**config.mk**
```make
export PLATFORM = sky130hd
export DESIGN_NAME = ram_dump_ctrl_flat
export DESIGN_NICKNAME = d
export VERILOG_FILES = /design/src/rtl/ram_dump_ctrl_if.sv /design/src/rtl/ram_dump_ctrl.sv /design/src/flat_wrapper.sv
export SDC_FILE = /design/constraint.sdc
export NUM_CORES = 1
export LEC_CHECK = 0
export ABC_AREA = 1
export CORE_MARGIN = 1.5
export CORE_UTILIZATION = 39
export CTS_CLUSTER_SIZE = 40
export DETAILED_ROUTE_END_ITERATION = 10
export PLACE_DENSITY = 0.73
export SLEW_MARGIN = 10
export SYNTH_ARGS = -nofsm -noshare
export SYNTH_HDL_FRONTEND = slang
export SYNTH_SLANG_ARGS = --single-unit
```
**constraint.sdc**
```tcl
create_clock -name clock -period 1.6 [get_ports clock]
set_clock_uncertainty 0.15 [all_clocks]
set_input_delay 0.4 -clock clock [delete_from_list [all_inputs] [get_ports clock]]
set_output_delay 0.4 -clock clock [all_outputs]
set_load 0.005 [all_outputs]
```
**src/rtl/ram_dump_ctrl_if.sv**
```systemverilog
// ram_dump_ctrl_if
//   Valid/ready stream that carries RAM words out of ram_dump_ctrl, one word
//   per handshake, tagged with the RAM address the word came from.
//
//   Signals:
//     out_valid    controller -> consumer  a word is presented
//     out_ready    consumer -> controller  the consumer takes the word this cycle
//     out_address  controller -> consumer  RAM address of the presented word
//     out_data     controller -> consumer  RAM word captured from that address
//
//   Modports:
//     master  the controller side (drives valid/address/data)
//     slave   the consumer side (drives ready)
interface ram_dump_ctrl_if #(
  parameter int ADDR_W = 5,
  parameter int DATA_W = 4
);
  logic              out_valid;
  logic              out_ready;
  logic [ADDR_W-1:0] out_address;
  logic [DATA_W-1:0] out_data;

  modport master (
    output out_valid,
    output out_address,
    output out_data,
    input  out_ready
  );

  modport slave (
    input  out_valid,
    input  out_address,
    input  out_data,
    output out_ready
  );
endinterface

```
**src/rtl/ram_dump_ctrl.sv**
```systemverilog
// ram_dump_ctrl
//   Autonomous sweeper for a single-port synchronous RAM (address/data/wren
//   registered on the clock edge, q valid in the following cycle). On start it
//   either writes zero to every word (clear sweep) or reads every word in
//   ascending address order and offers it on a valid/ready stream (dump sweep).
//
//   Ports:
//     clock        single clock for this block and for the RAM
//     reset        synchronous active-high reset
//     start        begin a sweep; only looked at while idle
//     clear_mode   sampled with start: 1 = clear sweep, 0 = dump sweep
//     ram_address  RAM address (the sweep counter)
//     ram_data     RAM write data, constant zero
//     ram_wren     RAM write enable, high only while clearing
//     ram_q        RAM read data
//     dump         stream of dumped words (master side of ram_dump_ctrl_if)
//     busy         high whenever the controller is not idle
//     done         one-cycle pulse closing a completed sweep
//
//   Parameter DEPTH is the number of words swept, 1 <= DEPTH <= 2**ADDR_W.
module ram_dump_ctrl #(
  parameter int ADDR_W = 5,
  parameter int DATA_W = 4,
  parameter int DEPTH  = 32
) (
  input  logic              clock,
  input  logic              reset,
  input  logic              start,
  input  logic              clear_mode,
  output logic [ADDR_W-1:0] ram_address,
  output logic [DATA_W-1:0] ram_data,
  output logic              ram_wren,
  input  logic [DATA_W-1:0] ram_q,
  ram_dump_ctrl_if.master   dump,
  output logic              busy,
  output logic              done
);

  typedef enum logic [2:0] {
    S_IDLE,
    S_ISSUE,
    S_WAIT,
    S_HOLD,
    S_CLEAR,
    S_DONE
  } state_t;

  localparam logic [ADDR_W-1:0] LAST_ADDR = ADDR_W'(DEPTH - 1);
  localparam logic [ADDR_W-1:0] ADDR_ONE  = ADDR_W'(1);

  state_t            state_reg;
  state_t            state_next;
  logic [ADDR_W-1:0] addr_reg;
  logic [ADDR_W-1:0] addr_next;
  logic [DATA_W-1:0] out_data_reg;
  logic [ADDR_W-1:0] out_address_reg;

  logic              at_last;
  logic              out_valid;
  logic              capture;
  logic              flush;

  // The sweep ends on the last address instead of wrapping, so address 0 is
  // never revisited within one sweep.
  assign at_last = (addr_reg == LAST_ADDR);

  // State and address counter.
  always_ff @(posedge clock) begin
    if (reset) begin
      state_reg <= S_IDLE;
      addr_reg  <= '0;
    end else begin
      state_reg <= state_next;
      addr_reg  <= addr_next;
    end
  end

  // Next-state and decoded outputs.
  always_comb begin
    state_next = state_reg;
    addr_next  = addr_reg;
    ram_wren   = 1'b0;
    out_valid  = 1'b0;
    busy       = 1'b1;
    done       = 1'b0;
    capture    = 1'b0;
    flush      = 1'b0;

    case (state_reg)
      S_IDLE: begin
        busy      = 1'b0;
        addr_next = '0;
        if (start) begin
          state_next = clear_mode ? S_CLEAR : S_ISSUE;
        end
      end

      // One zero write per address; the RAM registers the write on the edge
      // that ends this cycle.
      S_CLEAR: begin
        ram_wren = 1'b1;
        if (at_last) begin
          state_next = S_DONE;
        end else begin
          addr_next = addr_reg + ADDR_ONE;
        end
      end

      // Address is presented to the RAM; it is registered at the end of this
      // cycle.
      S_ISSUE: begin
        state_next = S_WAIT;
      end

      // RAM q now reflects the registered address; grab it at the edge.
      S_WAIT: begin
        capture    = 1'b1;
        state_next = S_HOLD;
      end

      // The captured word is held until the consumer takes it. The address
      // stays parked so the RAM keeps reading the same location.
      S_HOLD: begin
        out_valid = 1'b1;
        if (dump.out_ready) begin
          if (at_last) begin
            state_next = S_DONE;
          end else begin
            addr_next  = addr_reg + ADDR_ONE;
            state_next = S_ISSUE;
          end
        end
      end

      // Completion pulse; the stream registers are zeroed so the idle
      // controller presents all-low outputs.
      S_DONE: begin
        done       = 1'b1;
        flush      = 1'b1;
        addr_next  = '0;
        state_next = S_IDLE;
      end

      default: begin
        busy       = 1'b0;
        addr_next  = '0;
        state_next = S_IDLE;
      end
    endcase
  end

  // Captured word and its address. A reset discards any word in flight.
  always_ff @(posedge clock) begin
    if (reset) begin
      out_data_reg    <= '0;
      out_address_reg <= '0;
    end else if (capture) begin
      out_data_reg    <= ram_q;
      out_address_reg <= addr_reg;
    end else if (flush) begin
      out_data_reg    <= '0;
      out_address_reg <= '0;
    end
  end

  // The counter itself addresses the RAM; it is zero while idle.
  assign ram_address      = addr_reg;
  assign ram_data         = '0;

  assign dump.out_valid   = out_valid;
  assign dump.out_data    = out_data_reg;
  assign dump.out_address = out_address_reg;

endmodule

```
**src/flat_wrapper.sv**
```systemverilog
// flat-port wrapper written by rule: the top's interface ports become plain ports
module ram_dump_ctrl_flat 
#(
  parameter int ADDR_W = 5,
  parameter int DATA_W = 4,
  parameter int DEPTH  = 32
)
  (clock, reset, start, clear_mode, ram_address, ram_data, ram_wren, ram_q, busy, done, dump_out_valid, dump_out_address, dump_out_data, dump_out_ready);
  ram_dump_ctrl_if #(.ADDR_W(ADDR_W), .DATA_W(DATA_W)) dump_i ();
  input  logic clock;
  input  logic reset;
  input  logic start;
  input  logic clear_mode;
  output logic [ADDR_W-1:0] ram_address;
  output logic [DATA_W-1:0] ram_data;
  output logic ram_wren;
  input  logic [DATA_W-1:0] ram_q;
  output logic busy;
  output logic done;
  output wire logic [$bits(dump_i.out_valid)-1:0] dump_out_valid;
  output wire logic [$bits(dump_i.out_address)-1:0] dump_out_address;
  output wire logic [$bits(dump_i.out_data)-1:0] dump_out_data;
  input wire logic [$bits(dump_i.out_ready)-1:0] dump_out_ready;
  assign dump_out_valid = dump_i.out_valid;
  assign dump_out_address = dump_i.out_address;
  assign dump_out_data = dump_i.out_data;
  assign dump_i.out_ready = dump_out_ready;
  ram_dump_ctrl #(.ADDR_W(ADDR_W), .DATA_W(DATA_W), .DEPTH(DEPTH)) u_core (.clock(clock), .reset(reset), .start(start), .clear_mode(clear_mode), .ram_address(ram_address), .ram_data(ram_data), .ram_wren(ram_wren), .ram_q(ram_q), .dump(dump_i), .busy(busy), .done(done));
endmodule
```
==> results.txt, run 1 <==
PD cells: 1600 mW/mm^2
gr usage total: 23.3%
gpl congestion: 0.819
cell area after layout: 0.00166 sq mm
Final ANT Viol Nets: 0
max-slew violation count: 0
Leak: 0.000792 uW
cell type with the largest total area after synthesis: dfxtp_1
Final Instance Count excl. Fillers: 220
synthesized netlist cell count: 128
Adder-Cell Fraction of Synth Area: 2.78%
Crit Path Max Fanout: 3
Reg-to-Reg End: u_core.state_reg[2]
Core Box Area: 0.00219 sq mm
Seq/Total Area, Yosys: 37.8%
Clock Path Buffers: 2
Reg clk slew, reported paths: 0.11 ns
syn avg cell area: 7.03 sq um
Post-Syn Area: 900 sq um
reg2reg path depth: 9
Worst Hold Depth: 2
fmax: 592 MHz
CP endpoint kind: flop
pin count of the biggest net entering global routing: 13
Area Growth Syn to Fin: 84.0%
Worst Hold Launch: u_core.dump.out_data[0]
placed cells: 192
RSZ-0062 raised after global routing: yes
Root Driver: clkbuf_4
PortBufs: 26
Setup-failing EPs final: 7
FP Rows: 17
routed length per placed instance: 13.9 um
Die Ht: 51.0 um
CTS buffer count: 3
die width: 51.0 um
final worst setup slack: -0.0899 ns
Post-Route WL: 3070 um
Layout Nets: 204
worst skew pair latency: 0.30 ns
ant diodes: 0
main area contributors after synthesis: dfxtp_1, nand3_1, nand2_1, a21oi_1, nand4_1
drt drc: 0
Post-DP HPWL: 1740 um
Initial Util: 41.1%
status: complete, but fails checks
Peak VDD IR: 988 uV
Synth Area in Simple Gates: 38.4%
Vias/cell: 5.32
Yosys cell types: 21
type of the worst setup path: flop to flop
clk sink count: 17
R2R Setup Slk: -0.09 ns
Worst Hold Path EP: u_core.dump.out_data[0]
Worst Path Required: 1.68 ns
Cell Area, Placed: 0.00127 sq mm
share of Yosys cell area claimed by the top area cell type: 37.8%
max cap viols: 0
H-tree lvl count: 1
vias in the first global route: 1,022
largest family of logic cells by synthesized area: simple AND/OR/NAND/NOR gates
complex-gate fraction of the synthesized area: 10.0%
die area: 0.00260 sq mm
Pre-antenna DRT Iters: 4
violated checks: negative setup slack
global-route wire length before repair: 4650 um
antenna violations before repair: 0
Final Critical Period: 1.69 ns
Synth Warn #: 0
Final Cycle Share: 106%
Final Hold Viols: 0
Remaining Overflow, GRT: 0
# IOs: 31
HP Class: flop to flop
Arrival @ worst endpoint: 1.77 ns
Vias: 1,170
layout cell share with drive strength beyond 1: 48.4%
XOR/XNOR Fraction of Synth Area: 0%
initial DRC count: 57
Yosys reg bits: 17
TritonCTS clock tree: yes
reg2reg start: u_core.ram_address[0]
multiplexer share of the synthesized area: 0%
Worst setup SP type: flop
[cells in the final DEF (no fill, tap or decap), types with 2 or more instances in the layout]
cell	netlist	final
a21oi_1	15	13
a21oi_2	0	2
buf_4	5	30
buf_6	0	8
clkbuf_2	0	2
clkbuf_4	0	3
clkdlybuf4s50_1	0	8
conb_1	1	4
dfxtp_2	0	11
dfxtp_4	0	6
dlygate4sd2_1	0	14
inv_1	10	6
inv_2	1	3
nand2_1	23	18
nand2_2	2	6
nand2_4	1	2
nand3_1	18	14
nand3_2	1	3
nand3_4	0	2
nand4_1	10	10
nor2_1	11	8
nor2_2	2	2
nor2_4	1	5
o21ai_0	3	2
[report_power, final]
part | internal (uW) | switching [uW] | total [uW] | leakage, uW
combinational | 841 | 917 | 1760 | 0.000626
sequential | 560 | 87.9 | 648 | 0.000148
clock | 93.2 | 148 | 241 | 0.0000177
[worst max-delay path by stage]
| stage | to | slack [ns] | cells past startpoint | from |
|---|---|---|---|---|
| 6_report | u_core.state_reg[2] | -0.09 | 9 | u_core.ram_address[0] |
| 4_1_cts | busy | -0.16 | 4 | u_core.state_reg[0] |
| 3_3_place_gp | done | -0.08 | 3 | u_core.state_reg[2] |
| 2_1_floorplan | u_core.state_reg[2] | 0.01 | 9 | u_core.ram_address[1] |
| 3_5_place_dp | busy | -0.15 | 3 | u_core.state_reg[0] |
| 5_1_grt | u_core.state_reg[2] | -0.21 | 9 | u_core.ram_address[0] |
[cell families (layout without fill, tap and decap cells)]
logic type                 count (synthesis)  in the layout
buffers and inverters                     20             79
adders and majority gates                  2              2
AOI/OAI and AO/OA                         18             18
DFF                                       17             17
and+or+nand+nor                           70             72
other                                      1              4
[layer usage]
layer	vias to the layer above	wire length, um	share of wire, %	global-route usage, %
met5	-	0	0	0
met3	11	190	6.2	5.56
li1	556	-	-	-
met4	0	65	2.1	4.05
met2	57	1600	52	41.1
met1	546	1210	39	28.9
[stage by stage]
| stage | utilization (%) | hold slack, ns | TNS (ns) | setup WS, ns | total power, uW |
|---|---|---|---|---|---|
| finish | 75.6 | 0.336 | -0.312 | -0.0899 | 2650 |
| detailed placement | 58.1 | 0.324 | -0.703 | -0.154 | 1800 |
| floorplan | - | 0.319 | 0 | 0.0120 | 1280 |
| CTS | 68.4 | 0.334 | -0.410 | -0.160 | 2360 |
| global placement | 58.1 | 0.313 | -0.335 | -0.0824 | 1750 |
| global route | 75.6 | 0.356 | -1.06 | -0.209 | 2830 |
[critical path, cell delays in order, from the launching register on]
cell,delay [ns]
dfxtp_2,0.38
ha_4,0.15
nand2_2,0.06
nor2_2,0.12
ha_2,0.21
nand3b_1,0.14
nand2_1,0.08
nor2_2,0.12
nand2_1,0.06
a21oi_1,0.15
[final cells by class]
| cell class | instances | area, sq um |
|---|---|---|
| Inverter | 12 | 60.1 |
| Clock inverter | 1 | 5.00 |
| Fill cell | 156 | 536 |
| Multi-Input combinational cell | 96 | 608 |
| Clock buffer | 3 | 22.5 |
| Tap cell | 28 | 35.0 |
| Sequential cell | 17 | 377 |
| Timing Repair Buffer | 63 | 548 |
[synth_stat cells]
master,count
buf_4,5
a21oi_1,15
nand2_4,1
ha_1,2
nor2_1,11
nand3b_1,1
nor2_4,1
conb_1,1
inv_2,1
clkinv_1,1
clkbuf_1,2
buf_2,1
dfxtp_1,17
nand3_1,18
nand4_1,10
o21ai_0,3
nor2_2,2
nand2_1,23
nand3_2,1
nand2_2,2
inv_1,10
[what timing repair did]
action                                  in CTS  in global routing
endpoints found under the setup margin      25                 12
gates cloned                                 1                  1
hold buffers                                 0                  0
gates resized for setup                     65                 28
buffers inserted                            19                  9
pin swaps                                    5                 17
Note: power is estimated with default switching activity, not from simulation.
==> run 2, diff against run 1 <==
Settings changed: CELL_PAD_IN_SITES_DETAIL_PLACEMENT from default to 1, CELL_PAD_IN_SITES_GLOBAL_PLACEMENT from default to 1, CORE_UTILIZATION 39 to 27, RECOVER_POWER from default to 25.
==> run 2 against run 1 <==
Effect of this change: the run still ends with negative setup slack left; clock-buffer cell count did not move; non-clock buffer count fell by 1; maximum frequency decreased by 1.2%; global-route usage decreased by 3.4 points; worst hold slack got worse by 0.0026 ns; register-to-register slack is essentially flat; sequential power about the same; cell count rose by 6.8%; largest power group unchanged; die area is 42% higher; via count decreased by 2.1%.
==> results.txt, run 2 (synthesis gave the netlist of run 1 again) <==
status: complete, but fails checks
violated checks: negative setup slack
CTS buffer count: 3
Worst Hold Launch: u_core.dump.out_data[0]
Vias/cell: 4.88
# IOs: 31
Remaining Overflow, GRT: 0
Worst Hold Depth: 2
antenna violations before repair: 0
setup TNS: -0.470 ns
Final Cycle Share: 107%
CTS Hold Bufs: 0
CP cell instances: buf_6, nor2_4, buf_6, o21ai_2, buf_2
Crit Path Max Fanout: 3
gpl congestion: 0.772
H-tree lvl count: 1
Buffers & Inverters on Critical Path: 3
fmax: 584 MHz
most frequent cells in the layout: buf_4, nand2_1, nand3_1
fill cell count: 404
Initial Util: 29.0%
Worst setup SP type: flop
Clock Path Buffers: 2
Vias: 1,146
clk sink count: 17
Worst Hold Path EP: u_core.dump.out_data[0]
ant diodes: 0
Peak VDD IR: 877 uV
initial DRC count: 24
global-route wire length before repair: 5420 um
overall power: 2790 uW
CP top delay family: flip-flops
max cap viols: 0
CP endpoint kind: output pin
Final ANT Viol Nets: 0
die area: 0.00369 sq mm
die width: 60.7 um
reg2reg path depth: 9
layout cell share with drive strength beyond 1: 49.2%
Layout Nets: 203
Area Growth Syn to Fin: 90.0%
final worst setup slack: -0.111 ns
Worst Path Required: 1.05 ns
worst skew pair latency: 0.30 ns
Final Critical Period: 1.71 ns
reg2reg start: u_core.ram_address[1]
vias in the first global route: 1,175
Die Ht: 60.7 um
CP most frequent cell: buf_6
most common cell after layout, fill and taps aside: buf_4
Arrival @ worst endpoint: 1.16 ns
Post-DP HPWL: 2050 um
Root Driver: clkbuf_4
max-slew violation count: 0
Reg clk slew, reported paths: 0.11 ns
Post-Route WL: 3760 um
gr usage total: 19.9%
Critical-path top delay cell: dfxtp_4
Crit path largest cell delay: 0.37 ns
HP Class: flop to flop
Final Hold Viols: 0
pin count of the biggest net entering global routing: 13
Setup-failing EPs final: 6
PD cells: 1630 mW/mm^2
Pre-antenna DRT Iters: 4
Reg-to-Reg End: u_core.state_reg[2]
R2R Setup Slk: -0.09 ns
TritonCTS clock tree: yes
Leak: 0.000799 uW
PortBufs: 26
RSZ-0062 raised after global routing: yes
type of the worst setup path: flop to output pin
drt drc: 0
FP Rows: 20
routed length per placed instance: 16.0 um
Core Box Area: 0.00310 sq mm
==> run 2: changes by cell type in the layout (fill, tap and decap cells not counted), moves of 3 or more <==
cell / delta
buf_4: -4
a21oi_1: -3
a21oi_2: +3
dlygate4sd2_1: -3
nand3_2: +3
==> run 2: layout make-up <==
cell class / instances / area (sq um) / share of cell area, %
multi-input combinational: 96 / 664 / 38.9
timing repair buffer: 62 / 542 / 31.7
tap: 44 / 55.1 / 3.22
clock inverter: 1 / 5.00 / 0.293
inverter: 12 / 45.0 / 2.64
clock buffer: 3 / 22.5 / 1.32
sequential: 17 / 375 / 22.0
==> run 2: worst reg2reg max path, delay by kind of cell, from the launching register on <==
kind / cells / cell delay [ns]
and+or+nand+nor: 3 / 0.31
AOI/OAI and AO/OA: 1 / 0.12
DFF: 1 / 0.34
buffers and inverters: 3 / 0.38
adders and majority gates: 2 / 0.33
==> run 2: worst max-delay path by stage <==
stage	from	end	slack, ns	cells past startpoint
floorplan	u_core.ram_address[1]	u_core.state_reg[2]	0.01	9
global placement	u_core.state_reg[2]	done	-0.13	3
detailed placement	u_core.state_reg[2]	done	-0.17	3
CTS	u_core.ram_address[2]	ram_address[2]	-0.13	1
global route	u_core.state_reg[1]	busy	-0.16	5
finish	u_core.state_reg[1]	busy	-0.11	5
==> run 2: what timing repair did <==
action | in CTS | in global routing
cloned | 2 | 0
resized for setup | 79 | 24
setup endpoints to repair | 25 | 14
pin swaps | 8 | 13
setup buffers | 12 | 10
==> run 2: stage by stage <==
step / hold slack, ns / setup slack (ns) / util (%) / instance area (sq um) / std cells
CTS: 0.334 / -0.128 / 50.5 / 1570 / 228
detailed placement: 0.321 / -0.165 / 42.1 / 1310 / 210
global route: 0.358 / -0.160 / 55.1 / 1710 / 235
floorplan: 0.319 / 0.0120 / - / 915 / 131
finish: 0.333 / -0.111 / 55.1 / 1710 / 235
global placement: 0.316 / -0.130 / 42.1 / 1310 / 210
==> run 2: per-layer routing <==
| metal | GRT usage, % | routed length [um] | vias up |
|---|---|---|---|
| li1 | - | - | 555 |
| met1 | 23.2 | 1520 | 554 |
| met2 | 38.7 | 2070 | 35 |
| met3 | 3.84 | 153 | 2 |
| met4 | 1.86 | 14 | 0 |
| met5 | 0 | 0 | - |
==> run 2: where the power goes <==
part / internal [uW] / leakage [uW] / switching [uW]
clock network: 93.2 / 0.0000177 / 150
logic: 880 / 0.000634 / 1020
registers: 555 / 0.000147 / 94.5
total: 1530 / 0.000799 / 1260
